==> config.mk <==
export PLATFORM = sky130hd
export DESIGN_NAME = stopwatch_ctrl
export DESIGN_NICKNAME = d
export VERILOG_FILES = /design/src/rtl/stopwatch_ctrl.sv
export SDC_FILE = /design/constraint.sdc
export NUM_CORES = 1
export LEC_CHECK = 0
export BUFFER_PORTS_ARGS = -buffer_cell sky130_fd_sc_hd__buf_2
export CAP_MARGIN = 20
export CORE_MARGIN = 2
export CORE_UTILIZATION = 23
export CTS_BUF_LIST = sky130_fd_sc_hd__clkbuf_8
export CTS_CLUSTER_DIAMETER = 50
export DETAILED_ROUTE_END_ITERATION = 10
export SYNTH_ARGS = -nofsm -noshare
export SYNTH_HDL_FRONTEND = slang
export SYNTH_SLANG_ARGS = --single-unit
==> constraint.sdc <==
create_clock -name i_clk -period 5 [get_ports i_clk]
set_input_delay 0.5 -clock i_clk [delete_from_list [all_inputs] [get_ports i_clk]]
set_output_delay 0.5 -clock i_clk [all_outputs]
set_load 0.01 [all_outputs]
==> src/rtl/stopwatch_ctrl.sv <==
// Stopwatch control front end: input sync/debounce, run/pause FSM, tick prescaler
// and adjust-mode blink strobes for the counter and display logic.
module stopwatch_ctrl #(
  parameter int TICK_DIV  = 100_000_000,
  parameter int DB_CYCLES = 1_000_000
) (
  input  logic i_clk,
  input  logic i_rst,
  input  logic i_btn_rst,
  input  logic i_btn_pse,
  input  logic i_sw_sel,
  input  logic i_sw_adj,
  output logic o_cnt_tick,
  output logic o_cnt_clr,
  output logic o_pse,
  output logic o_adj,
  output logic o_sel,
  output logic o_blank_sec,
  output logic o_blank_min
);

  localparam int PW = $clog2(TICK_DIV);
  localparam int DW = $clog2(DB_CYCLES);
  localparam logic [PW-1:0] P_HALF  = PW'(TICK_DIV / 2 - 1);
  localparam logic [PW-1:0] P_FULL  = PW'(TICK_DIV - 1);
  localparam logic [DW-1:0] DB_LAST = DW'(DB_CYCLES - 1);

  typedef enum logic {
    ST_RUN    = 1'b0,
    ST_PAUSED = 1'b1
  } state_t;

  // synchroniser bit order: {adj, sel, pse button, clear button}
  logic [3:0]    r_sync1;
  logic [3:0]    r_sync2;
  logic [1:0]    r_deb;
  logic [1:0]    r_deb_d;
  logic [DW-1:0] r_db_cnt [2];
  state_t        r_state;
  logic [PW-1:0] r_presc;
  logic          r_blink;
  logic          r_tick;
  logic          r_clr;

  logic [1:0] w_press;
  logic       w_clr_press;
  logic       w_pse_press;
  logic       w_adj_chg;
  logic       w_run_next;
  logic       w_load;
  logic       w_adv;
  logic       w_at_full;
  logic       w_at_half;

  always_ff @(posedge i_clk) begin
    if (i_rst) begin
      r_sync1 <= '0;
      r_sync2 <= '0;
      r_deb   <= '0;
      r_deb_d <= '0;
      for (int b = 0; b < 2; b++) r_db_cnt[b] <= '0;
    end else begin
      r_sync1 <= {i_sw_adj, i_sw_sel, i_btn_pse, i_btn_rst};
      r_sync2 <= r_sync1;
      r_deb_d <= r_deb;
      for (int b = 0; b < 2; b++) begin
        if (r_sync2[b] == r_deb[b]) begin
          r_db_cnt[b] <= '0;
        end else if (r_db_cnt[b] == DB_LAST) begin
          r_deb[b]    <= r_sync2[b];
          r_db_cnt[b] <= '0;
        end else begin
          r_db_cnt[b] <= r_db_cnt[b] + 1'b1;
        end
      end
    end
  end

  assign w_press     = r_deb & ~r_deb_d;
  assign w_clr_press = w_press[0];
  assign w_pse_press = w_press[1];
  assign w_adj_chg   = r_sync1[3] ^ r_sync2[3];

  // clear overrides pause; a press that pauses also freezes the prescaler this edge
  assign w_run_next = w_clr_press ||
                      (r_state == ST_RUN ? !w_pse_press : w_pse_press);

  always_ff @(posedge i_clk) begin
    if (i_rst) begin
      r_state <= ST_RUN;
    end else begin
      case (r_state)
        ST_RUN:    if (!w_clr_press && w_pse_press) r_state <= ST_PAUSED;
        ST_PAUSED: if (w_clr_press || w_pse_press)  r_state <= ST_RUN;
        default:   r_state <= ST_RUN;
      endcase
    end
  end

  assign w_load    = w_clr_press | w_adj_chg;
  assign w_adv     = w_run_next & ~w_load;
  assign w_at_full = (r_presc == P_FULL);
  assign w_at_half = (r_presc == P_HALF) | w_at_full;

  always_ff @(posedge i_clk) begin
    if (i_rst) begin
      r_presc <= '0;
      r_blink <= 1'b0;
      r_tick  <= 1'b0;
      r_clr   <= 1'b0;
    end else begin
      r_clr <= w_clr_press;
      if (w_load) begin
        r_presc <= '0;
        r_blink <= 1'b0;
        r_tick  <= 1'b0;
      end else begin
        r_tick <= w_adv & (r_sync2[3] ? w_at_half : w_at_full);
        if (w_adv) begin
          r_presc <= w_at_full ? '0 : r_presc + 1'b1;
          if (w_at_half) r_blink <= ~r_blink;
        end
      end
    end
  end

  assign o_cnt_tick  = r_tick;
  assign o_cnt_clr   = r_clr;
  assign o_pse       = (r_state == ST_PAUSED);
  assign o_adj       = r_sync2[3];
  assign o_sel       = r_sync2[2];
  assign o_blank_sec = r_sync2[3] & r_sync2[2] & r_blink;
  assign o_blank_min = r_sync2[3] & ~r_sync2[2] & r_blink;

endmodule

==> impl_results.md <==
* Biggest area consumer among synthesized cells: sky130_fd_sc_hd__edfxtp_1
* Clock slew at the register clock pins of the worst setup and hold paths at 0.09 ns
* Number of max-capacitance violations reported at 0
* Height of the die at approximately 140 um
* LEAKAGE at between 1.5 and 2 nW
* Initial cell density of the core at between 20% and 30%
* Drt first-iter violations at between 150 and 200
* M1 GR Usage at between 10 and 15%
* Result of the run: finished, final reports clean
* Post-detailed-route via-to-cell ratio at roughly 4.2
* Number of CTS-inserted buffers at 9
* Full die area at approximately 19,000 um2
* Antenna violation net count after detailed routing at 0
* Chip width at ~140 um
* Peak ir drop on the vdd network at around 0.00013 V
* Number of fill cells in the layout at about 1.9k
* Routed wire length per instance at between 10 and 15 um
* Total negative slack for setup checks at 0 ns
* Worst setup timing slack at the placement stage at approximately 2.6 ns
* Setup clock skew after layout at about 0.016 ns
* Combined global-route utilization of all metal layers at a little under 9%
* Critical setup path kind: flip-flop to flip-flop
* Layer carrying the most global-route usage: met2
* Commonest cells after routing, fill and taps aside: sky130_fd_sc_hd__nor2_1 (79), sky130_fd_sc_hd__dfxtp_1 (43), sky130_fd_sc_hd__edfxtp_1 (40), sky130_fd_sc_hd__conb_1 (40), sky130_fd_sc_hd__xor2_1 (36)
* Maximum number of pins on one net before global-route repair at 26
* Total congestion overflow after global routing at 0
* Distinct cells, synth at 36
* Number of buffers inserted by port buffering at 12
* Net count of the finished layout at approximately 490
* Worst slew slack as a fraction of its limit at about 38%
* Global-route wire length before repair at approximately 13,000 um
* Hold buffers post-CTS at 0
* Post-Synthesis Cell Area at roughly 4100 um2
* Number of diodes at 0
* Routability Congestion at around 0.82
* PwrDens at between 200 and 300 nW/um2
* Router iterations before antenna repair at 4
* Clock H-tree levels at 3
* Highest net fanout along the worst path at 13
* Most common cell after layout, fill and taps aside: sky130_fd_sc_hd__nor2_1
* Final design utilization at a little over a quarter
* CTS root buf: sky130_fd_sc_hd__clkbuf_8
* GR met2 Demand/Resource at between 10% and 20%
* Arrival @ worst endpoint at 2.67 ns
* CTS tree: done
* Final HPWL from detailed placement at approximately 5400 um
* Total DRC errors in the routed layout at 0
* Max Transition Viols Final at 0
* Final critical-path setup slack at roughly 2.6 ns
* Number of resized instances in the post-cts repair step at 0
* Final Hold Violating Endpoints at 0
* Endpoints failing setup at 0
* Portion of the post-synthesis area used by sequential elements at roughly half
* Std cell rows at 48
* Syn. warnings at 0
* Achievable frequency at 420 MHz
* Share of layout cells above drive strength 1 at 7.04%
* Kind of end point of the critical path: flip-flop
* Mean area per synthesized cell at about 9.6 um2
* Critical path launch point type: flip-flop
* Synthesis-to-finish area growth at 15.8%
* Transition at the pin with the smallest max-transition slack at a little over 0.9 ns
* Number of vias in the routed layout at about 3k
* I/O pins at 13
* Cells after synthesis at ~430
* Wirelength, routed at 7660 um
* Instance count along the most critical hold path at 2
* Number of global-route vias before repair at between 2k and 3k
* Clock Latency Late Sink at 0.36 ns
* CTS Buffer Depth at 2
* Global routing usage on met3 at between 1.5 and 2%
* Flop and latch count out of synthesis at 83
* Hold WC Path Type: primary input to flip-flop
* Worst Path Required at around 5.3 ns
* Initial antenna violation count at 0
* RSZ-0062 raised after global routing: false
* Dominant cells by area after synthesis: sky130_fd_sc_hd__edfxtp_1 (29%), sky130_fd_sc_hd__dfxtp_1 (21%), sky130_fd_sc_hd__xor2_1 (7.7%), sky130_fd_sc_hd__nor2_1 (7.3%), sky130_fd_sc_hd__xnor2_1 (4.7%)
* Buffers inserted during post-CTS setup optimization at 0
* Clock sink count at slightly above 80
* Fraction of the cycle the final worst path needs at between 40% and 50%
* Register-to-Register Path Depth at 5
* Area share of the leading cell type in the synthesized netlist at 29.4%
* Tmin final at 2.38 ns
* Placeable core region at around 17,000 um2
[final cells by class]
cell class                 count  area [um2]  share of cell area, %
inverter                       9        33.8                  0.715
timing repair buffer          13        67.6                   1.43
multi-input combinational    362        2070                   43.8
clock buffer                   9         124                   2.62
clock inverter                 7        86.3                   1.83
sequential                    83        2060                   43.6
tap                          225         282                   5.96
[critical path, cell delays in order, from the launching register on]
cell                       delay (ns)
sky130_fd_sc_hd__dfxtp_1         0.38
sky130_fd_sc_hd__nand2b_1        0.11
sky130_fd_sc_hd__xor2_1          0.73
sky130_fd_sc_hd__nand4_1         0.49
sky130_fd_sc_hd__or3_1           0.47
sky130_fd_sc_hd__a21oi_1         0.14
[registers in the layout, indices dropped and copies added (netlist names)]
name and count:
r_sync2 4, r_deb_d 2, o_pse 1, o_cnt_tick 1, r_deb 2, r_sync1 4
r_presc 27, r_db_cnt 40, o_cnt_clr 1, r_blink 1
[cell usage after synthesis]
master and number:
sky130_fd_sc_hd__nor2b_1 12, sky130_fd_sc_hd__or4_4 1, sky130_fd_sc_hd__and4_1 3, sky130_fd_sc_hd__or3_1 12
sky130_fd_sc_hd__nor3_1 8, sky130_fd_sc_hd__or2_1 1, sky130_fd_sc_hd__a21o_2 1, sky130_fd_sc_hd__or3b_2 2
sky130_fd_sc_hd__edfxtp_1 40, sky130_fd_sc_hd__nand2b_1 2, sky130_fd_sc_hd__or4bb_1 2, sky130_fd_sc_hd__or4b_2 2
sky130_fd_sc_hd__o31ai_1 2, sky130_fd_sc_hd__nor2_1 79, sky130_fd_sc_hd__nand3_1 28, sky130_fd_sc_hd__buf_2 1
sky130_fd_sc_hd__nor4_1 12, sky130_fd_sc_hd__a21oi_1 11, sky130_fd_sc_hd__o2111ai_1 1, sky130_fd_sc_hd__nand2_1 25
sky130_fd_sc_hd__buf_6 2, sky130_fd_sc_hd__nor4b_1 3, sky130_fd_sc_hd__inv_1 9, sky130_fd_sc_hd__nand4_1 29
sky130_fd_sc_hd__clkbuf_1 9, sky130_fd_sc_hd__xnor2_1 22, sky130_fd_sc_hd__nand4_2 1, sky130_fd_sc_hd__conb_1 1
sky130_fd_sc_hd__and3_1 8, sky130_fd_sc_hd__mux2i_1 2, sky130_fd_sc_hd__or4_1 5, sky130_fd_sc_hd__and2_1 2
sky130_fd_sc_hd__xor2_1 36, sky130_fd_sc_hd__ha_1 3, sky130_fd_sc_hd__o21ai_0 7, sky130_fd_sc_hd__dfxtp_1 43
[worst paths after layout]
| check | slack [ns] | startpoint | end |
|---|---|---|---|
| max | 2.62 | r_deb[1] | r_presc[18] |
| min | 0.34 | i_btn_pse | r_sync1[1] |
| max reg2reg | 2.62 | r_deb[1] | r_presc[18] |
| min reg2reg | 0.43 | r_sync1[0] | r_sync2[0] |
[power breakdown]
| part | internal (mW) | total (mW) | switching [mW] |
|---|---|---|---|
| Clock | 0.277 | 0.522 | 0.245 |
| Sequential | 0.729 | 0.749 | 0.0197 |
| Combinational | 0.0185 | 0.0498 | 0.0313 |
[routing by layer]
| metal | up-vias | wire length, um |
|---|---|---|
| met5 | - | 0 |
| met4 | 0 | 200 |
| met3 | 16 | 216 |
| met2 | 40 | 3470 |
| met1 | 1372 | 3780 |
| li1 | 1579 | - |
[cell families (layout without fill, tap and decap cells)]
family / after synthesis / after routing / share of synthesized area, %
and+or+nand+nor: 237 / 237 / 30.2
DFF: 83 / 83 / 50.5
xor gates and xnor gates: 58 / 58 / 12.4
AOI/OAI and AO/OA: 22 / 22 / 3.00
buffers and inverters: 21 / 38 / 2.33
adders and majority gates: 3 / 3 / 0.920
muxes: 2 / 2 / 0.491
other: 1 / 40 / 0.0919
[through the flow]
stage / hold WS [ns] / area, um2 / cells / total power, mW
after CTS: 0.326 / 4730 / 708 / 1.34
final: 0.344 / 4730 / 708 / 1.32
after floorplan: 0.406 / 4230 / 466 / 0.801
after detailed placement: 0.424 / 4520 / 692 / 0.815
after global placement: 0.419 / 4520 / 692 / 0.815
after global routing: 0.345 / 4730 / 708 / 1.37
Note: power is estimated with default switching activity, not from simulation.
